$ cat src/rtl/spi_master.sv
// Single-chip-select SPI master: one DATA_WIDTH-bit full-duplex transfer per start pulse,
// MSB first, all four CPOL/CPHA modes, SCLK from an integer divider of clk.
module spi_master #(
    parameter int CLK_FREQ   = 50_000_000,
    parameter int SPI_FREQ   = 5_000_000,
    parameter int DATA_WIDTH = 8,
    parameter int CPOL       = 0,
    parameter int CPHA       = 0
) (
    input  logic                  clk,
    input  logic                  arstn,
    input  logic [DATA_WIDTH-1:0] data_send,
    input  logic                  spi_start,
    output logic                  sclk,
    output logic                  csn,
    output logic                  mosi,
    input  logic                  miso,
    output logic                  spi_done,
    output logic [DATA_WIDTH-1:0] data_recv
);
    // state | meaning
    // IDLE  | csn high, sclk at CPOL, waiting for spi_start
    // XFER  | csn low, 2*DATA_WIDTH sclk toggles followed by one tail half-period
    // DONE  | single cycle: csn high, spi_done high, data_recv updated

    localparam int HALF_RAW = CLK_FREQ / (2 * SPI_FREQ);
    localparam int HALF     = (HALF_RAW < 1) ? 1 : HALF_RAW;
    localparam int DIV_W    = (HALF > 1) ? $clog2(HALF) : 1;
    localparam int EDGES    = 2 * DATA_WIDTH;
    localparam int EDGE_W   = $clog2(EDGES + 1);

    localparam logic [DIV_W-1:0]  DIV_LOAD  = DIV_W'(HALF - 1);
    localparam logic [EDGE_W-1:0] EDGE_LAST = EDGE_W'(EDGES - 1);
    localparam logic [EDGE_W-1:0] EDGE_END  = EDGE_W'(EDGES);
    localparam logic              SCLK_IDLE = (CPOL != 0);
    localparam logic              SAMPLE_ON_LEAD = (CPHA == 0);

    typedef enum logic [1:0] {IDLE, XFER, DONE} state_t;

    state_t                state, state_nxt;
    logic [DIV_W-1:0]      div_cnt;
    logic [EDGE_W-1:0]     edge_cnt;
    logic [DATA_WIDTH-1:0] tx_sr;
    logic [DATA_WIDTH-1:0] rx_sr;
    logic                  tc, toggle, finish, start_acc, leading, last_trail;

    always_ff @(posedge clk or posedge arstn) begin
        if (arstn) state <= IDLE;
        else       state <= state_nxt;
    end

    always_comb begin
        state_nxt  = state;
        start_acc  = 1'b0;
        toggle     = 1'b0;
        finish     = 1'b0;
        tc         = (div_cnt == '0);
        leading    = ~edge_cnt[0];
        last_trail = (edge_cnt == EDGE_LAST);
        case (state)
            IDLE: begin
                if (spi_start) begin
                    start_acc = 1'b1;
                    state_nxt = XFER;
                end
            end
            XFER: begin
                if (tc) begin
                    if (edge_cnt == EDGE_END) begin
                        finish    = 1'b1;
                        state_nxt = DONE;
                    end else begin
                        toggle = 1'b1;
                    end
                end
            end
            DONE:    state_nxt = IDLE;
            default: state_nxt = IDLE;
        endcase
    end

    always_ff @(posedge clk or posedge arstn) begin
        if (arstn) begin
            sclk      <= SCLK_IDLE;
            csn       <= 1'b1;
            mosi      <= 1'b0;
            spi_done  <= 1'b0;
            data_recv <= '0;
            div_cnt   <= '0;
            edge_cnt  <= '0;
            tx_sr     <= '0;
            rx_sr     <= '0;
        end else begin
            spi_done <= 1'b0;
            if (start_acc) begin
                tx_sr    <= data_send;
                rx_sr    <= '0;
                csn      <= 1'b0;
                div_cnt  <= DIV_LOAD;
                edge_cnt <= '0;
                mosi     <= SAMPLE_ON_LEAD ? data_send[DATA_WIDTH-1] : 1'b0;
            end else if (state == XFER) begin
                if (tc) div_cnt <= DIV_LOAD;
                else    div_cnt <= div_cnt - 1'b1;
                if (toggle) begin
                    sclk     <= ~sclk;
                    edge_cnt <= edge_cnt + 1'b1;
                    if (leading == SAMPLE_ON_LEAD) begin
                        rx_sr <= {rx_sr[DATA_WIDTH-2:0], miso};
                    end else if (!SAMPLE_ON_LEAD || !last_trail) begin
                        // CPHA=0 already presented the MSB when csn fell, so it
                        // drives the following bit; CPHA=1 drives the current MSB.
                        tx_sr <= tx_sr << 1;
                        mosi  <= SAMPLE_ON_LEAD ? tx_sr[DATA_WIDTH-2] : tx_sr[DATA_WIDTH-1];
                    end
                end
                if (finish) begin
                    csn       <= 1'b1;
                    spi_done  <= 1'b1;
                    data_recv <= rx_sr;
                    mosi      <= 1'b0;
                end
            end
        end
    end

endmodule

$ cat config.mk
export PLATFORM = sky130hd
export DESIGN_NAME = spi_master
export DESIGN_NICKNAME = d
export VERILOG_FILES = /design/src/rtl/spi_master.sv
export SDC_FILE = /design/constraint.sdc
export NUM_CORES = 1
export LEC_CHECK = 0
export BUFFER_PORTS_ARGS = -buffer_cell sky130_fd_sc_hd__buf_2
export CAP_MARGIN = 20
export CORE_MARGIN = 4
export CORE_UTILIZATION = 31
export CTS_BUF_LIST = sky130_fd_sc_hd__clkbuf_4 sky130_fd_sc_hd__clkbuf_8
export DETAILED_ROUTE_END_ITERATION = 10
export SETUP_SLACK_MARGIN = 0.2
export SYNTH_ARGS = -nofsm -noshare
export SYNTH_HDL_FRONTEND = slang
export SYNTH_SLANG_ARGS = --single-unit
$ cat constraint.sdc
create_clock -name clk -period 2.4 [get_ports clk]
set_clock_uncertainty 0.15 [all_clocks]
set_input_delay 0.24 -clock clk [delete_from_list [all_inputs] [get_ports clk]]
set_output_delay 0.24 -clock clk [all_outputs]
set_load 0.03 [all_outputs]
Word level (Yosys, flattened, before mapping)

Index checks and enable logic that the tools add are counted.

$add $sub $neg: 2
Muxes and demuxes: 39
Eq/ne operators: 9
Reduce and logical (&&, ||, !) cells: 16
Bitwise gates (word level): 2

Operators by type and width:

| cell                                                                   | count |
|---|---|
| 7-bit two-way mux                                                      | 5 |
| 8-bit two-way mux                                                      | 4 |
| 1-bit two-way mux                                                      | 20 |
| 5-bit two-way mux                                                      | 3 |
| 3-bit AND reduction                                                    | 4 |
| 3-bit two-way mux                                                      | 3 |
| 2-bit != test (second input constant)                                  | 4 |
| 4-bit AND reduction                                                    | 2 |
| 2-bit nonzero test                                                     | 4 |
| 2-bit two-way mux                                                      | 3 |
| 3-bit nonzero test                                                     | 2 |
| 5-bit by 1-bit adder with 5-bit output (second input constant)         | 1 |
| 5-bit by 4-bit equality test with 1-bit output (second input constant) | 1 |
| 5-bit equality test (second input constant)                            | 1 |
| 2-bit one-hot mux with 2 select lines                                  | 1 |
| 2-bit AND reduction                                                    | 2 |
| 3-bit logical NOT                                                      | 1 |
| 3-bit != test (second input constant)                                  | 1 |
| 3-bit by 1-bit subtractor with 3-bit output (second input constant)    | 1 |
| 2-bit by 1-bit equality test with 1-bit output (second input constant) | 1 |
| 2-bit logical NOT                                                      | 1 |
| 2-bit by 1-bit != test with 1-bit output (second input constant)       | 1 |
| 1-bit NOT                                                              | 2 |

Flip-flop bits (word level): 37
Input port bits: 12

Longest topological paths before layout

Gate-level depths: netlist (run 1).

Depth in word-level cells: 8
Depth in mapped cells: 8
Depth with buffers taken out: 7

Worst setup path before layout (run 1)

No wires, ideal clock.

Path kind: reg-to-reg
Start point: reg edge_cnt[0]
End point: reg mosi
Arrival: 1.741 ns
Cell stages (with the launch flop): 8
Slack: 0.418 ns
Path buffers: 0
Period minus slack after synthesis: 1.982 ns
Cells stage by stage: dfrtp_1 ha_1 and3_1 ha_1 nor2b_1 nand3_1 o32a_2 o221ai_1

Word-level cells in the longest chain between the ends: 7

RTL lines:

| item                     | RTL line | source |
|---|---|---|
| start: declaration       | 42       | `logic [EDGE_W-1:0] edge_cnt;` |
| start signal: assignment | 107      | `edge_cnt <= edge_cnt + 1'b1;` |
| 5-bit equality test      | 69       | `if (edge_cnt == EDGE_END) begin` |
| 1-bit two-way mux        | 69       |  |
| 1-bit two-way mux        | 68       | `if (tc) begin` |
| 1-bit two-way mux        | 60       | `case (state)` |
| 1-bit two-way mux        | 117      | `if (finish) begin` |
| 1-bit two-way mux        | 102      | `end else if (state == XFER) begin` |
| 1-bit two-way mux        | 95       | `if (start_acc) begin` |
| end signal: assignment   | 101      | `mosi <= SAMPLE_ON_LEAD ? data_send[DATA_WIDTH-1] : 1'b0;` |
| end signal: assignment   | 114      | `mosi <= SAMPLE_ON_LEAD ? tx_sr[DATA_WIDTH-2] : tx_sr[DATA_WIDTH-1];` |
| end: declaration         | 16       | `output logic mosi,` |

Parallel ways exist; a longest one is shown, timed or not. The select of a mux whose other input is x is not followed.
A chain may end at the register's enable or synchronous reset.

Worst setup path after layout (run 1)

Ends and elaborated chain as after synthesis.

==> results of run 1 <==
-- path summary, 6_finish.rpt --
kind                                    from      endpoint  cells past startpoint  slack (ns)
worst max-delay path             edge_cnt[0]          mosi                      7        0.29
worst min-delay path            data_send[0]      tx_sr[0]                      2       0.008
worst max register to register   edge_cnt[0]          mosi                      7        0.29
worst min register to register           csn           csn                      2        0.32
max in group asynchronous              arstn           csn                      4        1.33
min in group asynchronous              arstn  data_recv[7]                      4        0.43
-- kinds of logic (layout without fill, tap and decap cells) --
kind of cell,count (synthesis),after routing,synth area share
buffers and inverters,13,43,0.0409
and+or+nand+nor,56,56,0.186
adders and majority gates,3,3,0.0215
muxes,15,15,0.107
DFF,37,37,0.532
xor gates and xnor gates,3,3,0.0151
AOI/OAI and AO/OA,28,28,0.0976
-- layout make-up --
cell class / count / area [µm²] / share of cell area
Sequential cell: 37 / 927 / 0.450
Multi-Input combinational cell: 105 / 747 / 0.362
Timing Repair Buffer: 28 / 155 / 0.0753
Tap cell: 72 / 90.1 / 0.0437
Clock buffer: 5 / 68.8 / 0.0334
Clock inverter: 3 / 46.3 / 0.0225
Inverter: 7 / 26.3 / 0.0128
-- worst register-to-register path, cell delays in order, from the launching register on --
cell	delay, ns
dfrtp_1	0.47
ha_1	0.25
and3_1	0.18
ha_1	0.18
nor2b_2	0.17
nand3_1	0.09
o32a_2	0.33
o221ai_1	0.20
-- registers in the layout, indices dropped and copies added, names as in the netlist --
name and cells:
rx_sr 8, div_cnt 3, tx_sr 7, edge_cnt 5, mosi 1, data_recv 8
state 2, spi_done 1, csn 1, sclk 1
-- cells in the final DEF, fill, tap and decap left out, drive strengths merged, types with 2 or more instances in the layout --
cell / synthesis / final
nor2b: 2 / 2
nor3: 4 / 4
clkbuf: 0 / 5
mux2i: 7 / 7
inv: 7 / 7
nand3: 3 / 3
mux2: 8 / 8
xnor2: 3 / 3
nand2: 31 / 31
o21ai: 15 / 15
buf: 6 / 27
a21oi: 4 / 4
dfrtp: 36 / 36
nor2: 6 / 6
ha: 3 / 3
-- stage by stage --
| stage | std cells | util | power (mW) | hold slack (ns) | cell area (µm²) |
|---|---|---|---|---|---|
| 2_1_floorplan | 155 | - | 1.60 | 0.207 | 1740 |
| 3_3_place_gp | 248 | 0.353 | 1.77 | 0.229 | 1930 |
| 3_5_place_dp | 248 | 0.353 | 1.80 | 0.231 | 1930 |
| 4_1_cts | 257 | 0.376 | 2.35 | 0.00182 | 2060 |
| 5_1_grt | 257 | 0.377 | 2.51 | 0.000760 | 2060 |
| 6_report | 257 | 0.377 | 2.33 | 0.00804 | 2060 |
-- power by group --
part / internal [mW] / switching (mW) / leakage [nW]
Sequential: 0.847 / 0.178 / 0.477
Combinational: 0.335 / 0.421 / 0.457
Clock: 0.311 / 0.237 / 0.0543
-- routing by layer --
metal / track usage / wire length, µm / up-vias
li1: - / - / 587
met1: 0.131 / 1500 / 563
met2: 0.154 / 1520 / 19
met3: 0.0317 / 125 / 7
met4: 0.0446 / 70 / 0
met5: 0 / 0 / -
-- timing repair --
item,CTS,global route
setup endpoints to repair,0,1
hold buffers,1,0
hold endpoints to repair,36,0
gates resized for setup,0,1
==> impl_metrics.json, run 1 <==
{
  "outcome": "finished, final reports clean",
  "n_antenna_cell": 0,
  "ir_drop_v": 0.000368,
  "setup_viol": 0,
  "cts_buffers": 5,
  "h-tree-depth": 2,
  "dieArea_mm2": 0.00689,
  "critical_path.most_common_cell": "ha_1",
  "fin_crit_ns": 2.11,
  "synth_cells": 155,
  "grt.overflow.total": 0,
  "grt_max_degree": 38,
  "synth_edf_count": 0,
  "num_io_pins": 24,
  "synth_seq_cells": 37,
  "postRouteAntennaNets": 0,
  "cts_tree": "done",
  "coreArea_mm2": 0.00547,
  "yosysSeqAreaShare": 0.532,
  "synth_flop_cell": "dfrtp_1",
  "ctsRootBufferMaster": "clkbuf_8",
  "synth_top_area_frac": 0.517,
  "hold_violations": 0,
  "crit_chain": "ha_1 > and3_1 > ha_1 > nor2b_2 > nand3_1 > o32a_2 > o221ai_1",
  "clock_latency_ns": 0.30,
  "synthTopCellsByArea": "dfrtp_1 (52%), nand2_1 (6.5%), mux2_4 (6.0%), mux2i_1 (4.0%), o21ai_0 (4.0%)",
  "place.port_buffers": 23,
  "grt_pass1_vias": 1172,
  "drtIter0Drc": 59,
  "async_flop_share": 1.00,
  "slew_headroom": 0.657,
  "finalMaxSlewViolations": 0,
  "first_pass_iters": 4,
  "wirelength_mm": 3.21,
  "crit_path_start_kind": "register",
  "p_per_area_mw_per_mm2": 1130,
  "arrival_ns": 2.16,
  "setup_tns_ns": 0,
  "drive_above_1_share": 0.303,
  "max-clock-path-buffers": 2,
  "final.fill_count": 554,
  "cts.sinks": 37,
  "row_count": 27,
  "period_share": 0.879,
  "hpwl_mm": 2.26,
  "drv_cap": 0,
  "pre_cts_slack_ns": 0.229,
  "critPathRequiredTime_ns": 2.45,
  "total_leakage_power_nw": 0.988,
  "ys_warn_count": 0,
  "cpPeakStageDelay_ns": 0.47,
  "dieWidth_um": 83.0,
  "via_per_inst": 4.58,
  "antenna_found_initial": 0,
  "worstSetupPathType": "reg -> reg",
  "crit_slowest_cell": "dfrtp_1",
  "tightest_slew_ns": 0.511,
  "synth_area_leader_cell": "dfrtp_1",
  "drt-wirelength-per-cell_um": 12.5,
  "final_critical_path_setup_slack_ns": 0.290,
  "clkTransAtPathRegs_ns": 0.08,
  "crit_path_max_fanout": 6,
  "area_delta_synth_final_pct": 18.2,
  "place.gp.congestion": 0.729,
  "synth_fp_nets": 170,
  "grt_use_total": 0.101,
  "die_h_um": 83.0,
  "vias": 1176,
  "critPathTopFamily": "compound AO/OA/AOI/OAI gates",
  "syn_avg_cell_area_um2": 11.2,
  "initial_core_util": 0.318,
  "cts_setup_buffers": 0,
  "synth_commonest_cells": "dfrtp_1 (36), nand2_1 (30), o21ai_0 (14)",
  "synthDistinctLibCells": 41,
  "crit_buf_inv": 0,
  "synth.most_common_cell": "dfrtp_1",
  "syn_area_mm2": 0.00174,
  "drc": 0,
  "fmax_mhz": 474,
  "rsz0062_at_grt": "no",
  "nets": 199,
  "end_kind": "register",
  "hold_class": "in -> reg",
  "grt_pass1_wl_mm": 5.64
}
Power figures use the tool's default switching activity.
==> inputs of run 2 (changes only) <==
- MAX_ROUTING_LAYER: not set -> met4
- clock period: 2.4 -> 2.55 ns (I/O delays scaled with it)
==> run 2 against run 1 <==
  * Via count decreased by 0.43%
  * Largest power group unchanged
  * Flip-flop and latch count stayed put
  * Largest cell class unchanged
  * Fmax down 3.7%
  * Critical path type unchanged
  * Critical path depth stayed put
  * Highest routed layer unchanged
  * Sequential power down 5%
  * Routed wire length down 2.4%
  * Register-to-register slack better by 0.07 ns
  * Count of clock-buffer cells in the layout stayed put
  * Cell count did not move
  * First-iteration DRC count grew 5.1%
==> impl_metrics.json, run 2 (synthesized netlist as in run 1, its figures left out) <==
{
  "cts_buffers": 5,
  "first_pass_iters": 4,
  "crit_start": "edge_cnt[0]",
  "worst-r2r-setup-slack_ns": 0.36,
  "stdcell_count": 257,
  "layout_common_cells": "dfrtp_1 (36), nand2_1 (30), buf_2 (23)",
  "layout_commonest_cell": "dfrtp_1",
  "area_delta_synth_final_pct": 18.5,
  "placed_cell_area_mm2": 0.00193,
  "cts.sinks": 37,
  "nets": 199,
  "row_count": 27,
  "drtIter0Drc": 62,
  "arrival_ns": 2.25,
  "setup_tns_ns": 0,
  "fin_crit_ns": 2.19,
  "dieWidth_um": 83.0,
  "clock_latency_ns": 0.30,
  "place_inst": 248,
  "ff2ff_path_depth": 7,
  "drv_cap": 0,
  "die_h_um": 83.0,
  "reg.largest.list": "data_recv (8), rx_sr (8), tx_sr (7)",
  "grt_pass1_vias": 1174,
  "setup.worst_path.end": "mosi",
  "ctsRootBufferMaster": "clkbuf_8",
  "place.port_buffers": 23,
  "dieArea_mm2": 0.00689,
  "postRouteAntennaNets": 0,
  "final.fill_count": 562,
  "p_per_area_mw_per_mm2": 1060,
  "setup_viol": 0,
  "cts_tree": "done",
  "max-clock-path-buffers": 2,
  "r2r-start": "edge_cnt[0]",
  "finalMaxSlewViolations": 0,
  "end_kind": "register",
  "fmax_mhz": 456,
  "initial_core_util": 0.318,
  "grt_max_degree": 38,
  "clkTransAtPathRegs_ns": 0.07,
  "n_antenna_cell": 0,
  "cts_setup_buffers": 0,
  "vias": 1171,
  "outcome": "finished, final reports clean",
  "wirelength_mm": 3.14,
  "via_per_inst": 4.56,
  "slew_headroom": 0.686,
  "worstSetupPathType": "reg -> reg",
  "rsz0062_at_grt": "no",
  "hold_class": "in -> reg",
  "num_io_pins": 24,
  "grt.overflow.total": 0,
  "place.gp.congestion": 0.727,
  "grt_pass1_wl_mm": 5.73,
  "critPathRequiredTime_ns": 2.60,
  "total_leakage_power_nw": 0.988,
  "grt_use_total": 0.107,
  "drt-wirelength-per-cell_um": 12.2,
  "ir_drop_v": 0.000329,
  "finalPower_mw": 2.19,
  "hold_violations": 0,
  "final_cell_area_mm2": 0.00207,
  "coreArea_mm2": 0.00547,
  "crit_path_start_kind": "register",
  "antenna_found_initial": 0,
  "tightest_slew_ns": 0.470,
  "rr_endpoint": "mosi",
  "h-tree-depth": 2,
  "crit_path_max_fanout": 6,
  "period_share": 0.859,
  "drc": 0,
  "hpwl_mm": 2.13,
  "drive_above_1_share": 0.303
}
-- run 2: cell counts in the layout (fill, tap and decap cells not counted) --
Identical to the previous run, type by type.
-- run 2: critical path, cell delays in order (launching register included) --
cell and delay [ns]:
dfrtp_1 0.47, ha_1 0.24, and3_1 0.18, ha_1 0.17, nor2b_1 0.29, nand3_1 0.12
o32a_2 0.33, o221ai_1 0.17
-- run 2: worst min-delay path by stage --
stage / from / endpoint / slack [ns] / cells past startpoint
finish: data_send[0] / tx_sr[0] / 0.02 / 2
global route: data_send[0] / tx_sr[0] / 0.03 / 2
CTS: data_send[0] / tx_sr[0] / 0.01 / 2
detailed placement: arstn / div_cnt[1] / 0.25 / 3
global placement: arstn / div_cnt[0] / 0.24 / 3
floorplan: data_send[0] / tx_sr[0] / 0.22 / 1
-- run 2: layout make-up --
class | instances | area, µm² | share of cell area
multi-input combinational | 105 | 752 | 0.364
clock inverter | 3 | 46.3 | 0.0224
tap | 72 | 90.1 | 0.0436
sequential | 37 | 927 | 0.449
inverter | 7 | 26.3 | 0.0127
clock buffer | 5 | 68.8 | 0.0333
timing repair buffer | 28 | 155 | 0.0751
-- run 2: layer usage --
layer | up-vias | share of wire | track usage
met4 | 0 | 0.022 | 0.0624
met2 | 23 | 0.44 | 0.152
met3 | 7 | 0.044 | 0.0278
li1 | 588 | - | -
met5 | - | 0 | -
met1 | 553 | 0.49 | 0.137
-- run 2: stage by stage --
step           utilization  setup slack [ns]  hold WS, ns
4_1_cts              0.376             0.255       0.0133
5_1_grt              0.377             0.232       0.0338
3_5_place_dp         0.353             0.261        0.249
6_report             0.377             0.358       0.0173
3_3_place_gp         0.353             0.361        0.241
2_1_floorplan            -             0.568        0.222
-- run 2: power by group --
group / switching, mW / internal, mW / total (mW) / leakage [nW]
combinational: 0.391 / 0.316 / 0.707 / 0.457
clock: 0.222 / 0.293 / 0.515 / 0.0543
sequential: 0.169 / 0.797 / 0.966 / 0.477
total: 0.782 / 1.41 / 2.19 / 0.988
-- run 2: timing repair --
item                       4_1_cts  5_1_grt
hold buffers                     1        0
hold endpoints to repair        36        0
setup endpoints to repair        0        6
gates resized for setup          0        1
==> inputs of run 3 (changes only) <==
- RECOVER_POWER: not set -> 50
==> run 3 against run 2 <==
  * Global-route usage did not move
  * Combinational power fell by 0.7%
  * Worst hold slack barely moved
  * Critical endpoint unchanged
  * First-iteration DRC count did not move
  * Fmax did not move
  * Worst setup slack barely moved
  * Routed wire length rose by 0.16%
  * Flip-flop and latch count did not move
  * Via count rose by 0.17%
  * Non-clock buffer count did not move
  * Register-to-register slack barely moved
==> impl_metrics.json, run 3 (synthesized netlist as in run 1, its figures left out) <==
{
  "outcome": "finished, final reports clean",
  "whs_ns": 0.0173,
  "crit_slowest_cell": "dfrtp_1",
  "drive_above_1_share": 0.276,
  "worstSetupPathType": "reg -> reg",
  "total_leakage_power_nw": 0.969,
  "grt_use_total": 0.107,
  "cts_setup_buffers": 0,
  "combPwrFrac": 0.322,
  "r2r-start": "edge_cnt[0]",
  "fmax_mhz": 456,
  "finalMaxSlewViolations": 0,
  "stdcell_count": 257,
  "layout_common_cells": "dfrtp_1 (36), nand2_1 (30), buf_2 (18)",
  "p_per_area_mw_per_mm2": 1060,
  "final.fill_count": 565,
  "cts_buffers": 5,
  "reg.largest.list": "data_recv (8), rx_sr (8), tx_sr (7)",
  "ff2ff_path_depth": 7,
  "drc": 0,
  "intPower_mw": 1.40,
  "ir_drop_v": 0.000329,
  "hold_path_depth": 2,
  "setup_tns_ns": 0,
  "critical_path.most_common_cell": "ha_1",
  "initial_core_util": 0.318,
  "clkPwrFrac": 0.236,
  "place.gp.congestion": 0.727,
  "drtIter0Drc": 62,
  "ctsRootBufferMaster": "clkbuf_8",
  "arrival_ns": 2.25,
  "drv_cap": 0,
  "nets": 199,
  "min_to": "tx_sr[0]",
  "tightest_slew_ns": 0.916,
  "cpPeakStageDelay_ns": 0.47,
  "crit_path_start_kind": "register",
  "clock_latency_ns": 0.30,
  "switching_share": 0.358,
  "p_seq_frac": 0.442,
  "hold_class": "in -> reg",
  "antenna_found_initial": 0,
  "coreArea_mm2": 0.00547,
  "num_io_pins": 24,
  "grt.overflow.total": 0,
  "multi_input_area_um2": 752,
  "hpwl_mm": 2.13,
  "grt_max_degree": 38,
  "place.port_buffers": 23,
  "grt_pass1_vias": 1174,
  "crit_path_max_fanout": 6,
  "first_pass_iters": 4,
  "critPathRequiredTime_ns": 2.60,
  "max-clock-path-buffers": 2,
  "layout_commonest_cell": "dfrtp_1",
  "vias": 1173,
  "grt_pass1_wl_mm": 5.73,
  "area_delta_synth_final_pct": 18.0,
  "postRouteAntennaNets": 0,
  "critPathTopFamily": "simple AND/OR/NAND/NOR gates",
  "cts.sinks": 37,
  "cts_tree": "done",
  "hold_violations": 0,
  "period_share": 0.859,
  "via_per_inst": 4.56,
  "setup_viol": 0,
  "area.sequential_um2": 927,
  "end_kind": "register",
  "fin_crit_ns": 2.19,
  "drt-wirelength-per-cell_um": 12.2,
  "n_antenna_cell": 0,
  "h-tree-depth": 2,
  "rr_endpoint": "mosi",
  "worst-r2r-setup-slack_ns": 0.36,
  "hp-start": "data_send[0]",
  "die_h_um": 83.0,
  "crit_buf_inv": 0,
  "slew_headroom": 0.389,
  "crit_chain": "ha_1 > and3_1 > ha_1 > nor2b_1 > nand3_1 > o32a_2 > o221ai_1",
  "clkTransAtPathRegs_ns": 0.07,
  "wirelength_mm": 3.14,
  "place_inst": 248,
  "rsz0062_at_grt": "no",
  "row_count": 27,
  "p_switching_mw": 0.782,
  "dieWidth_um": 83.0,
  "dieArea_mm2": 0.00689
}
run 3: changes by cell type in the layout (fill, tap and decap cells not counted):
cell      previous run  this run
buf_2               23        18
clkbuf_1             0         5
buf_4                4         3
clkbuf_2             0         1
run 3: what timing repair did:
item                                   4_1_cts  5_1_grt
endpoints found under the hold margin       36        0
gates resized for setup                      0        1
hold buffers                                 1        0
setup endpoints to repair                    0        6
run 3: area by class of cell:
cell class	instances	share of cell area
Sequential cell	37	0.451
Multi-Input combinational cell	105	0.366
Timing Repair Buffer	28	0.0712
Tap cell	72	0.0438
Clock buffer	5	0.0335
Clock inverter	3	0.0225
Inverter	7	0.0128
run 3: layer usage:
metal  global-route usage  wire, µm
met1                0.137      1540
met2                0.152      1390
met4               0.0624        70
met5                    -         0
met3               0.0278       149
run 3: power by group through the flow:
| stage | combinational, mW | clock (mW) | sequential [mW] |
|---|---|---|---|
| after global routing | 0.800 | 0.558 | 0.998 |
| final | 0.702 | 0.515 | 0.966 |
| after CTS | 0.715 | 0.531 | 0.966 |
| after floorplan | 0.483 | 0 | 1.03 |
| after detailed placement | 0.709 | 0 | 0.975 |
| after global placement | 0.697 | 0 | 0.971 |
run 3: how the worst max path moves through the flow:
stage                    end  cells after the start  slack (ns)         from
floorplan               mosi                      7        0.57  edge_cnt[0]
global placement    tx_sr[5]                      7        0.36  edge_cnt[0]
detailed placement  tx_sr[5]                      7        0.26  edge_cnt[0]
CTS                 tx_sr[5]                      7        0.25  edge_cnt[0]
global route        tx_sr[5]                      7        0.23  edge_cnt[0]
finish                  mosi                      7        0.36  edge_cnt[0]
run 3: stage by stage:
step / area [µm²] / setup WS, ns / utilization / total power, mW
6_report: 2060 / 0.358 / 0.376 / 2.18
5_1_grt: 2060 / 0.232 / 0.376 / 2.36
4_1_cts: 2060 / 0.255 / 0.376 / 2.21
3_5_place_dp: 1930 / 0.261 / 0.353 / 1.68
3_3_place_gp: 1930 / 0.361 / 0.353 / 1.67
2_1_floorplan: 1740 / 0.568 / - / 1.51
